==> config.mk <==
export PLATFORM = sky130hd
export DESIGN_NAME = screen_mux_flat
export DESIGN_NICKNAME = d
export VERILOG_FILES = /design/src/rtl/vga_if.sv /design/src/rtl/screen_mux.sv /design/src/flat_wrapper.sv
export SDC_FILE = /design/constraint.sdc
export NUM_CORES = 1
export LEC_CHECK = 0
export ABC_AREA = 1
export BUFFER_PORTS_ARGS = -buffer_cell sky130_fd_sc_hd__clkbuf_2
export CAP_MARGIN = 20
export CORE_MARGIN = 2
export CORE_UTILIZATION = 41
export CTS_BUF_LIST = sky130_fd_sc_hd__clkbuf_4 sky130_fd_sc_hd__clkbuf_8
export DETAILED_ROUTE_END_ITERATION = 7
export PLACE_DENSITY = 0.79
export SETUP_SLACK_MARGIN = 0.2
export SLEW_MARGIN = 30
export SYNTH_ARGS = -nofsm -noshare
export SYNTH_HDL_FRONTEND = slang
export SYNTH_SLANG_ARGS = --single-unit
==> constraint.sdc <==
create_clock -name clk -period 2.8 [get_ports clk]
set_clock_uncertainty 0.15 [all_clocks]
set_input_delay 0.42 -clock clk [delete_from_list [all_inputs] [get_ports clk]]
set_output_delay 0.42 -clock clk [all_outputs]
set_load 0.01 [all_outputs]
==> src/rtl/vga_if.sv <==
// vga_if: one VGA pixel stream (counters, sync, blanking, 4:4:4 colour).
interface vga_if;
   logic [10:0] hcount;
   logic [10:0] vcount;
   logic        hsync;
   logic        vsync;
   logic        hblnk;
   logic        vblnk;
   logic [11:0] rgb;

   modport out (output hcount, vcount, hsync, vsync, hblnk, vblnk, rgb);
   modport in  (input  hcount, vcount, hsync, vsync, hblnk, vblnk, rgb);
endinterface

==> src/rtl/screen_mux.sv <==
// screen_mux: selects one of N_SCREENS VGA streams, switching only on frame
// edges, with an optional multi-frame fade to black and back on each change.
module screen_mux #(
   parameter int N_SCREENS   = 4,
   parameter int SEL_W       = $clog2(N_SCREENS),
   parameter int DEFAULT_SEL = 0,
   parameter int FADE_EN     = 1,
   parameter int LEVEL_W     = 2
) (
   input  logic                    clk,
   input  logic                    rst,
   input  logic [SEL_W-1:0]        sel,
   input  logic [N_SCREENS*11-1:0] src_hcount,
   input  logic [N_SCREENS*11-1:0] src_vcount,
   input  logic [N_SCREENS-1:0]    src_hsync,
   input  logic [N_SCREENS-1:0]    src_vsync,
   input  logic [N_SCREENS-1:0]    src_hblnk,
   input  logic [N_SCREENS-1:0]    src_vblnk,
   input  logic [N_SCREENS*12-1:0] src_rgb,
   vga_if.out                      mux_out,
   output logic [SEL_W-1:0]        active_sel,
   output logic                    busy,
   output logic                    sel_err
);
   // Select space is padded to a power of two so any index value is in range.
   localparam int               N_SLOTS = 2**SEL_W;
   localparam logic [SEL_W-1:0] DEF_SEL = DEFAULT_SEL[SEL_W-1:0];
   localparam logic [SEL_W:0]   N_VAL   = N_SCREENS[SEL_W:0];
   localparam logic [LEVEL_W:0] FULL    = {1'b1, {LEVEL_W{1'b0}}};
   localparam logic [LEVEL_W:0] ONE     = {{LEVEL_W{1'b0}}, 1'b1};

   typedef enum logic [1:0] {SHOW, FADE_OUT, FADE_IN} state_t;

   state_t            r_state, w_state_next;
   logic [LEVEL_W:0]  r_level, w_level_next;
   logic [SEL_W-1:0]  r_active, w_active_next;
   logic [SEL_W-1:0]  r_pending;
   logic              r_sel_err;

   logic [10:0] r_hc, r_vc;
   logic        r_hs, r_vs, r_hb, r_vb;
   logic [11:0] r_rgb;

   logic [10:0] w_hc [N_SLOTS];
   logic [10:0] w_vc [N_SLOTS];
   logic        w_hs [N_SLOTS];
   logic        w_vs [N_SLOTS];
   logic        w_hb [N_SLOTS];
   logic        w_vb [N_SLOTS];
   logic [11:0] w_rgb [N_SLOTS];

   logic [10:0] w_m_hc, w_m_vc;
   logic        w_m_hs, w_m_vs, w_m_hb, w_m_vb;
   logic [11:0] w_m_rgb, w_scaled, w_rgb_out;
   logic [4+LEVEL_W:0] w_prod [3];
   logic        w_edge, w_sel_ok;
   logic [LEVEL_W:0] w_lvl_dn, w_lvl_up;

   // Unpack the flat source buses; unused slots read as an idle black stream.
   generate
      for (genvar gi = 0; gi < N_SLOTS; gi++) begin : g_src
         if (gi < N_SCREENS) begin : g_real
            assign w_hc[gi]  = src_hcount[gi*11 +: 11];
            assign w_vc[gi]  = src_vcount[gi*11 +: 11];
            assign w_hs[gi]  = src_hsync[gi];
            assign w_vs[gi]  = src_vsync[gi];
            assign w_hb[gi]  = src_hblnk[gi];
            assign w_vb[gi]  = src_vblnk[gi];
            assign w_rgb[gi] = src_rgb[gi*12 +: 12];
         end else begin : g_pad
            assign w_hc[gi]  = '0;
            assign w_vc[gi]  = '0;
            assign w_hs[gi]  = 1'b0;
            assign w_vs[gi]  = 1'b0;
            assign w_hb[gi]  = 1'b0;
            assign w_vb[gi]  = 1'b0;
            assign w_rgb[gi] = '0;
         end
      end
   endgenerate

   assign w_m_hc  = w_hc[r_active];
   assign w_m_vc  = w_vc[r_active];
   assign w_m_hs  = w_hs[r_active];
   assign w_m_vs  = w_vs[r_active];
   assign w_m_hb  = w_hb[r_active];
   assign w_m_vb  = w_vb[r_active];
   assign w_m_rgb = w_rgb[r_active];

   // Brightness scaling per channel; full level reproduces the input exactly.
   generate
      for (genvar gi = 0; gi < 3; gi++) begin : g_scale
         assign w_prod[gi] = {{(LEVEL_W+1){1'b0}}, w_m_rgb[gi*4 +: 4]} * {4'b0000, r_level};
         assign w_scaled[gi*4 +: 4] = 4'(w_prod[gi] >> LEVEL_W);
      end
   endgenerate

   assign w_rgb_out = (w_m_hb | w_m_vb) ? 12'h000 : w_scaled;

   // Frame edge is judged against the registered output so that a misaligned
   // incoming source cannot produce a spurious edge on the switch cycle.
   assign w_edge   = w_m_vb & ~r_vb;
   assign w_sel_ok = ({1'b0, sel} < N_VAL);
   assign w_lvl_dn = (r_level == '0) ? '0 : r_level - ONE;
   assign w_lvl_up = (r_level == FULL) ? FULL : r_level + ONE;

   // Next-state logic: level and source only move on frame edges.
   always_comb begin
      w_state_next  = r_state;
      w_level_next  = r_level;
      w_active_next = r_active;
      if (w_edge) begin
         if (FADE_EN == 0) begin
            if (r_pending != r_active)
               w_active_next = r_pending;
         end else if (r_pending != r_active) begin
            // Darken one step; the source swaps on the edge that reaches black.
            w_level_next = w_lvl_dn;
            if (w_lvl_dn == '0) begin
               w_active_next = r_pending;
               w_state_next  = FADE_IN;
            end else begin
               w_state_next  = FADE_OUT;
            end
         end else if (r_state != SHOW) begin
            // Request settled (or reversed): brighten back toward full.
            w_level_next = w_lvl_up;
            w_state_next = (w_lvl_up == FULL) ? SHOW : FADE_IN;
         end
      end
   end

   // Control registers: state, level, selection and the invalid-select flag.
   always_ff @(posedge clk) begin
      if (rst) begin
         r_state   <= SHOW;
         r_level   <= FULL;
         r_active  <= DEF_SEL;
         r_pending <= DEF_SEL;
         r_sel_err <= 1'b0;
      end else begin
         r_state   <= w_state_next;
         r_level   <= w_level_next;
         r_active  <= w_active_next;
         r_sel_err <= ~w_sel_ok;
         if (w_sel_ok)
            r_pending <= sel;
      end
   end

   // Output stage: all stream fields registered together for 1-cycle latency.
   always_ff @(posedge clk) begin
      if (rst) begin
         r_hc  <= '0;
         r_vc  <= '0;
         r_hs  <= 1'b0;
         r_vs  <= 1'b0;
         r_hb  <= 1'b0;
         r_vb  <= 1'b0;
         r_rgb <= '0;
      end else begin
         r_hc  <= w_m_hc;
         r_vc  <= w_m_vc;
         r_hs  <= w_m_hs;
         r_vs  <= w_m_vs;
         r_hb  <= w_m_hb;
         r_vb  <= w_m_vb;
         r_rgb <= w_rgb_out;
      end
   end

   assign mux_out.hcount = r_hc;
   assign mux_out.vcount = r_vc;
   assign mux_out.hsync  = r_hs;
   assign mux_out.vsync  = r_vs;
   assign mux_out.hblnk  = r_hb;
   assign mux_out.vblnk  = r_vb;
   assign mux_out.rgb    = r_rgb;

   assign active_sel = r_active;
   assign busy       = (r_state != SHOW) || (r_pending != r_active);
   assign sel_err    = r_sel_err;
endmodule

==> src/flat_wrapper.sv <==
// flat-port wrapper written by rule: the top's interface ports become plain ports
module screen_mux_flat 
#(
   parameter int N_SCREENS   = 4,
   parameter int SEL_W       = $clog2(N_SCREENS),
   parameter int DEFAULT_SEL = 0,
   parameter int FADE_EN     = 1,
   parameter int LEVEL_W     = 2
)
  (clk, rst, sel, src_hcount, src_vcount, src_hsync, src_vsync, src_hblnk, src_vblnk, src_rgb, active_sel, busy, sel_err, mux_out_hcount, mux_out_vcount, mux_out_hsync, mux_out_vsync, mux_out_hblnk, mux_out_vblnk, mux_out_rgb);
  vga_if mux_out_i ();
  input  logic clk;
  input  logic rst;
  input  logic [SEL_W-1:0] sel;
  input  logic [N_SCREENS*11-1:0] src_hcount;
  input  logic [N_SCREENS*11-1:0] src_vcount;
  input  logic [N_SCREENS-1:0] src_hsync;
  input  logic [N_SCREENS-1:0] src_vsync;
  input  logic [N_SCREENS-1:0] src_hblnk;
  input  logic [N_SCREENS-1:0] src_vblnk;
  input  logic [N_SCREENS*12-1:0] src_rgb;
  output logic [SEL_W-1:0] active_sel;
  output logic busy;
  output logic sel_err;
  output wire logic [$bits(mux_out_i.hcount)-1:0] mux_out_hcount;
  output wire logic [$bits(mux_out_i.vcount)-1:0] mux_out_vcount;
  output wire logic [$bits(mux_out_i.hsync)-1:0] mux_out_hsync;
  output wire logic [$bits(mux_out_i.vsync)-1:0] mux_out_vsync;
  output wire logic [$bits(mux_out_i.hblnk)-1:0] mux_out_hblnk;
  output wire logic [$bits(mux_out_i.vblnk)-1:0] mux_out_vblnk;
  output wire logic [$bits(mux_out_i.rgb)-1:0] mux_out_rgb;
  assign mux_out_hcount = mux_out_i.hcount;
  assign mux_out_vcount = mux_out_i.vcount;
  assign mux_out_hsync = mux_out_i.hsync;
  assign mux_out_vsync = mux_out_i.vsync;
  assign mux_out_hblnk = mux_out_i.hblnk;
  assign mux_out_vblnk = mux_out_i.vblnk;
  assign mux_out_rgb = mux_out_i.rgb;
  screen_mux #(.N_SCREENS(N_SCREENS), .SEL_W(SEL_W), .DEFAULT_SEL(DEFAULT_SEL), .FADE_EN(FADE_EN), .LEVEL_W(LEVEL_W)) u_core (.clk(clk), .rst(rst), .sel(sel), .src_hcount(src_hcount), .src_vcount(src_vcount), .src_hsync(src_hsync), .src_vsync(src_vsync), .src_hblnk(src_hblnk), .src_vblnk(src_vblnk), .src_rgb(src_rgb), .mux_out(mux_out_i), .active_sel(active_sel), .busy(busy), .sel_err(sel_err));
endmodule
# After elaboration in Yosys (flattened, before gate mapping)
# Index checks and enable logic that the tools add are counted.
dict set report word_totals {
  ff_bits 47
  latchBits 0
  ram_bits 0
  romBits 0
  input_bits 156
  out_inout_bits 42
  word_cells 61
  mem_count 0
}
dict set report op_classes {
  addsub 2
  multipliers 3
  div_mod_pow 0
  n_lt_le_gt_ge 1
  eq_ne 3
  shift 0
  mux 29
  bitwise_logic 4
  reduce_logical 8
}
# cell n
set ops {}
lappend ops {{11-bit binary-select mux with 2-bit select} 2}
lappend ops {{11-bit 2-to-1 mux} 4}
lappend ops {{12-bit binary-select mux with 2-bit select} 1}
lappend ops {{12-bit 2-to-1 mux} 2}
lappend ops {{4-bit by 3-bit multiplier with 6-bit output} 3}
lappend ops {{3-bit 2-to-1 mux} 4}
lappend ops {{1-bit binary-select mux with 2-bit select} 4}
lappend ops {{1-bit 2-to-1 mux} 8}
lappend ops {{2-bit 2-to-1 mux} 4}
lappend ops {{3-bit == test, second input constant} 2}
lappend ops {{3-bit logical NOT} 2}
lappend ops {{2-bit nonzero test} 2}
lappend ops {{3-bit by 1-bit adder with 3-bit output, second input constant} 1}
lappend ops {{3-bit >= comparator, second input constant} 1}
lappend ops {{2-bit inverter with 3-bit output} 1}
lappend ops {{3-bit AND reduction} 1}
lappend ops {{3-bit by 1-bit subtractor with 3-bit output, second input constant} 1}
lappend ops {{2-bit != test} 1}
lappend ops {{2-bit AND reduction} 1}
lappend ops {{2-bit OR reduction} 1}
lappend ops {{1-bit AND} 1}
lappend ops {{1-bit logical OR} 1}
lappend ops {{1-bit inverter} 1}
lappend ops {{1-bit bitwise OR} 1}

# Logic depth before layout (Yosys ltp)
dict set report logic_depth {
  ltp_word 6
  depth_mapped 17
  ltp_nobuf 15
}

# Worst setup path after synthesis
# No wires, ideal clock.
dict set report synth_path {
  path_kind {flip-flop to flip-flop}
  from {register u_core.r_active[0], in the netlist u_core.active_sel[0]}
  to {register u_core.r_rgb[7], in the netlist u_core.mux_out.rgb[7]}
  setup_ns 0.113
  arrival_time_ns 2.587
  t_required_ns 2.537
  slack_ns -0.049
  stages_incl_launch_ff 15
  n_path_buf 2
  period_less_slack_ns 2.849
  cell_sequence {dfxtp_1 > buf_4 > buf_6 > nand2_1 > a32o_1 > or2_1 > fa_1 > inv_1 > ha_1 > nand3_1 > nand2_1 > xnor2_1 > nand2_1 > nand2_1 > nor2_1}
}
dict set report synth_between {
  elab_chain_cells 6
  elab_cells_between_ends 13
  classes_between {1 x mul; 9 x mux; 2 x bitwise; 1 x reduce/logical}
}
# element line
set synth_lines {}
lappend synth_lines {{start, declared} screen_mux.sv:36} ;# logic [SEL_W-1:0] r_active, w_active_next;
lappend synth_lines {{start signal, assigned} screen_mux.sv:144} ;# r_active <= w_active_next;
lappend synth_lines {{2-bit inverter with 3-bit output (not written as such) (*)} {screen_mux.sv:86, screen_mux.sv:87, screen_mux.sv:88}}
lappend synth_lines {{parallel branches: the longest is 5 deep, another holds 4-bit by 3-bit multiplier with 6-bit output} n/a}
lappend synth_lines {{end signal, assigned} screen_mux.sv:168} ;# r_rgb <= w_rgb_out;
lappend synth_lines {{end, declared} screen_mux.sv:42} ;# logic [11:0] r_rgb;
# Mark *: on every way between the ends. The select of a mux whose other input is x is not followed.
# A chain may end at the register's enable or synchronous reset.

==> flow_metrics.tcl <==
set metrics [dict create \
    crit_family "adder cells" \
    critical_path_class "flip-flop to flip-flop" \
    cts_tree "yes" \
    synth_compound_area_share_pct 15.87 \
    ys_warn_count 0 \
    ios 198 \
    place.gp.congestion 0.9380 \
    finalCoreUtilization_pct 60.75 \
    via_per_inst 4.968 \
    min_period_ps 2680 \
    synth.avg_cell_area_um2 6.348 \
    layout_setup_ws_ps 119.7 \
    drc 0 \
    cp-end-kind "flip-flop" \
    total_power_mw 2.505 \
    clk_path_buf_depth 2 \
    die_w_um 94.84 \
    slowest_delay_ps 520 \
    syn_area_mm2 0.003383 \
    critPathRequiredTime_ps 2890 \
    grt_max_degree 31 \
    synth-seq-cells 47 \
    cts_max_level 2 \
    synthMuxAreaShare_pct 0 \
    cts_buffers 5 \
    setup-tns-final_ps 0 \
    port_buffers 196 \
    ant_nets 0 \
    synth_xor_area_share_pct 1.553 \
    die-area_mm2 0.008995 \
    first_pass_iters 5 \
    grt_overflow 0 \
    cp_cell_sequence "inv_8, buf_12, buf_4, nand2_1, nand3_1, nand2_1, inv_2, nand2_2, inv_1, fa_1, ha_2, fa_2, inv_1, nor2_2" \
    clk_latency_ps 300 \
    run_status "finished, final reports clean" \
    fmax_mhz 373.1 \
    yosysUniqueCellTypes 32 \
    initialDrtViolationCount 159 \
    final_nets 915 \
    leakage_nw 2.646 \
    die_y_um 94.84 \
    period_share_pct 95.72 \
    cp_num_buf_inv 6 \
    rsz0062_at_grt "yes" \
    path_clk_slew_ps 90 \
    seq_area_frac_synth_pct 27.81 \
    wirelength_um 11450 \
    place_hpwl_um 8818 \
    cp-start-kind "flip-flop" \
    drv_cap 0 \
    stdcell_area_mm2 0.004916 \
    grt_pass1_vias 3942 \
    setup_violations 0 \
    synth_fp_nets 713 \
    area_delta_synth_final_pct 45.30 \
    coreArea_mm2 0.008093 \
    cp_slowest_cell "fa_2" \
    hold_violations 0 \
    min-delay-path-class "input pin to flip-flop" \
    crit_fanout 14 \
    synth-adder-area-share_pct 10.87 \
    slew_viol_final 0 \
    row_count 33 \
    ir_drop_uv 240.4 \
    vias 4178 \
    initial_utilization_pct 41.81 \
    yosys.area_share.simple_pct 34.10 \
    clkSinkCount 47 \
    synthCells 533 \
    synth_top_family_by_area "simple AND/OR/NAND/NOR gates" \
    antenna_cells 0 \
    cts_root_buffer "clkbuf_8" \
    grtUsageTotal_pct 25.07 \
    grt_pass1_wl_um 17810 \
    pwr_density_cell_mw_per_mm2 509.5 \
    layout-drive-gt1-share_pct 41.03 \
    placed_area_mm2 0.004503 \
    dp_slack_ps 69.76 \
    cp_data_arrival_time_ps 2770 \
    antenna_found_initial 0 \
    wl_per_cell_um 13.61 \
]
==> repair_timing <==
action	in CTS	in global routing
gates cloned	1	0
pin swaps	7	22
gates resized for setup	13	49
endpoints found under the setup margin	9	10
buffers inserted	2	7
hold buffers	0	0
==> cells in the final DEF, fill, tap and decap left out, drive strengths merged <==
master  Yosys  final
clkbuf      9    203
nor2      147    147
nand2     103    103
o21ai      59     59
dfxtp      47     47
inv        41     41
a21oi      37     37
buf        20     27
nand3      20     20
ha         15     15
fa          9      9
xnor2       4      4
or2         4      4
a32o        3      3
o22a        3      3
nor3        3      3
clkinv      2      3
and2        3      3
xor2        2      2
nand3b      1      1
conb        1      1
bufbuf      0      1
==> path summary, 6_finish.rpt <==
kind	start	to	slack, ps	cells after the start
min reg2reg	u_core.r_state[0]	u_core.r_state[0]	300	2
max	u_core.active_sel[0]	u_core.mux_out.rgb[1]	120	14
max reg2reg	u_core.active_sel[0]	u_core.mux_out.rgb[1]	120	14
min	sel[0]	u_core.r_pending[0]	160	3
==> report_power, final <==
part / switching (mW) / internal (mW)
Clock: 0.229 / 0.212
Sequential: 0.0385 / 0.749
Combinational: 0.709 / 0.567
Total: 0.977 / 1.53
==> final cells by class <==
| cell class | count | area [um2] |
|---|---|---|
| repair buffers | 224 | 1255 |
| clock inverters | 1 | 8.758 |
| inverters | 43 | 176.4 |
| well taps | 105 | 131.4 |
| flip-flops and latches | 47 | 948.4 |
| clock buffers | 7 | 90.09 |
| fillers | 792 | 3177 |
| multi-input cells | 414 | 2306 |
==> flip-flops by register name, summed over array words and instances, names as in the netlist <==
register / cells
u_core.active_sel: 2
u_core.mux_out.hblnk: 1
u_core.mux_out.hcount: 11
u_core.mux_out.hsync: 1
u_core.mux_out.rgb: 12
u_core.mux_out.vblnk: 1
u_core.mux_out.vcount: 11
u_core.mux_out.vsync: 1
u_core.r_level: 3
u_core.r_pending: 2
u_core.r_state: 2
==> per-layer routing <==
layer / share of wire (%) / routed length, um / track usage, % / up-vias
met5: 0 / 0 / 0 / -
met4: 3.3 / 376 / 9.903 / 0
met3: 6.7 / 769 / 3.751 / 31
met2: 49 / 5667 / 44.92 / 179
met1: 40 / 4635 / 29.95 / 1882
li1: - / - / - / 2086
==> worst min-delay path, cell delays in order <==
cell and delay [ps]:
clkbuf_2 80, inv_1 40, nor2_1 30
==> kinds of logic after synthesis <==
logic type / Yosys count
other: 1
adder cells (fa/ha/maj): 24
XOR/XNOR: 6
flip-flops: 47
buffers and inverters: 72
AO/OA/AOI/OAI: 102
AND/OR/NAND/NOR: 281
==> Yosys cell counts, drive strengths merged <==
master / number / area share, %
inv: 41 / 4.6
nor3: 3 / 0.44
and2: 3 / 0.55
nand3: 20 / 3.3
clkbuf: 9 / 1.0
clkinv: 2 / 0.22
dfxtp: 47 / 28
xnor2: 4 / 1.0
conb: 1 / 0.11
nand2: 103 / 12
o22a: 3 / 0.78
ha: 15 / 5.5
a32o: 3 / 0.89
nor2: 147 / 17
xor2: 2 / 0.52
fa: 9 / 5.3
o21ai: 59 / 8.7
buf: 20 / 3.8
or2: 4 / 0.74
a21oi: 37 / 5.5
nand3b: 1 / 0.33
==> per-stage QoR <==
step | instances | hold WS (ps)
finish | 841 | 159.2
global route | 841 | 152.0
CTS | 834 | 147.1
detailed placement | 823 | 291.0
global placement | 823 | 276.1
floorplan | 533 | 265.4
No activity file was read; power rests on OpenSTA's default activity.
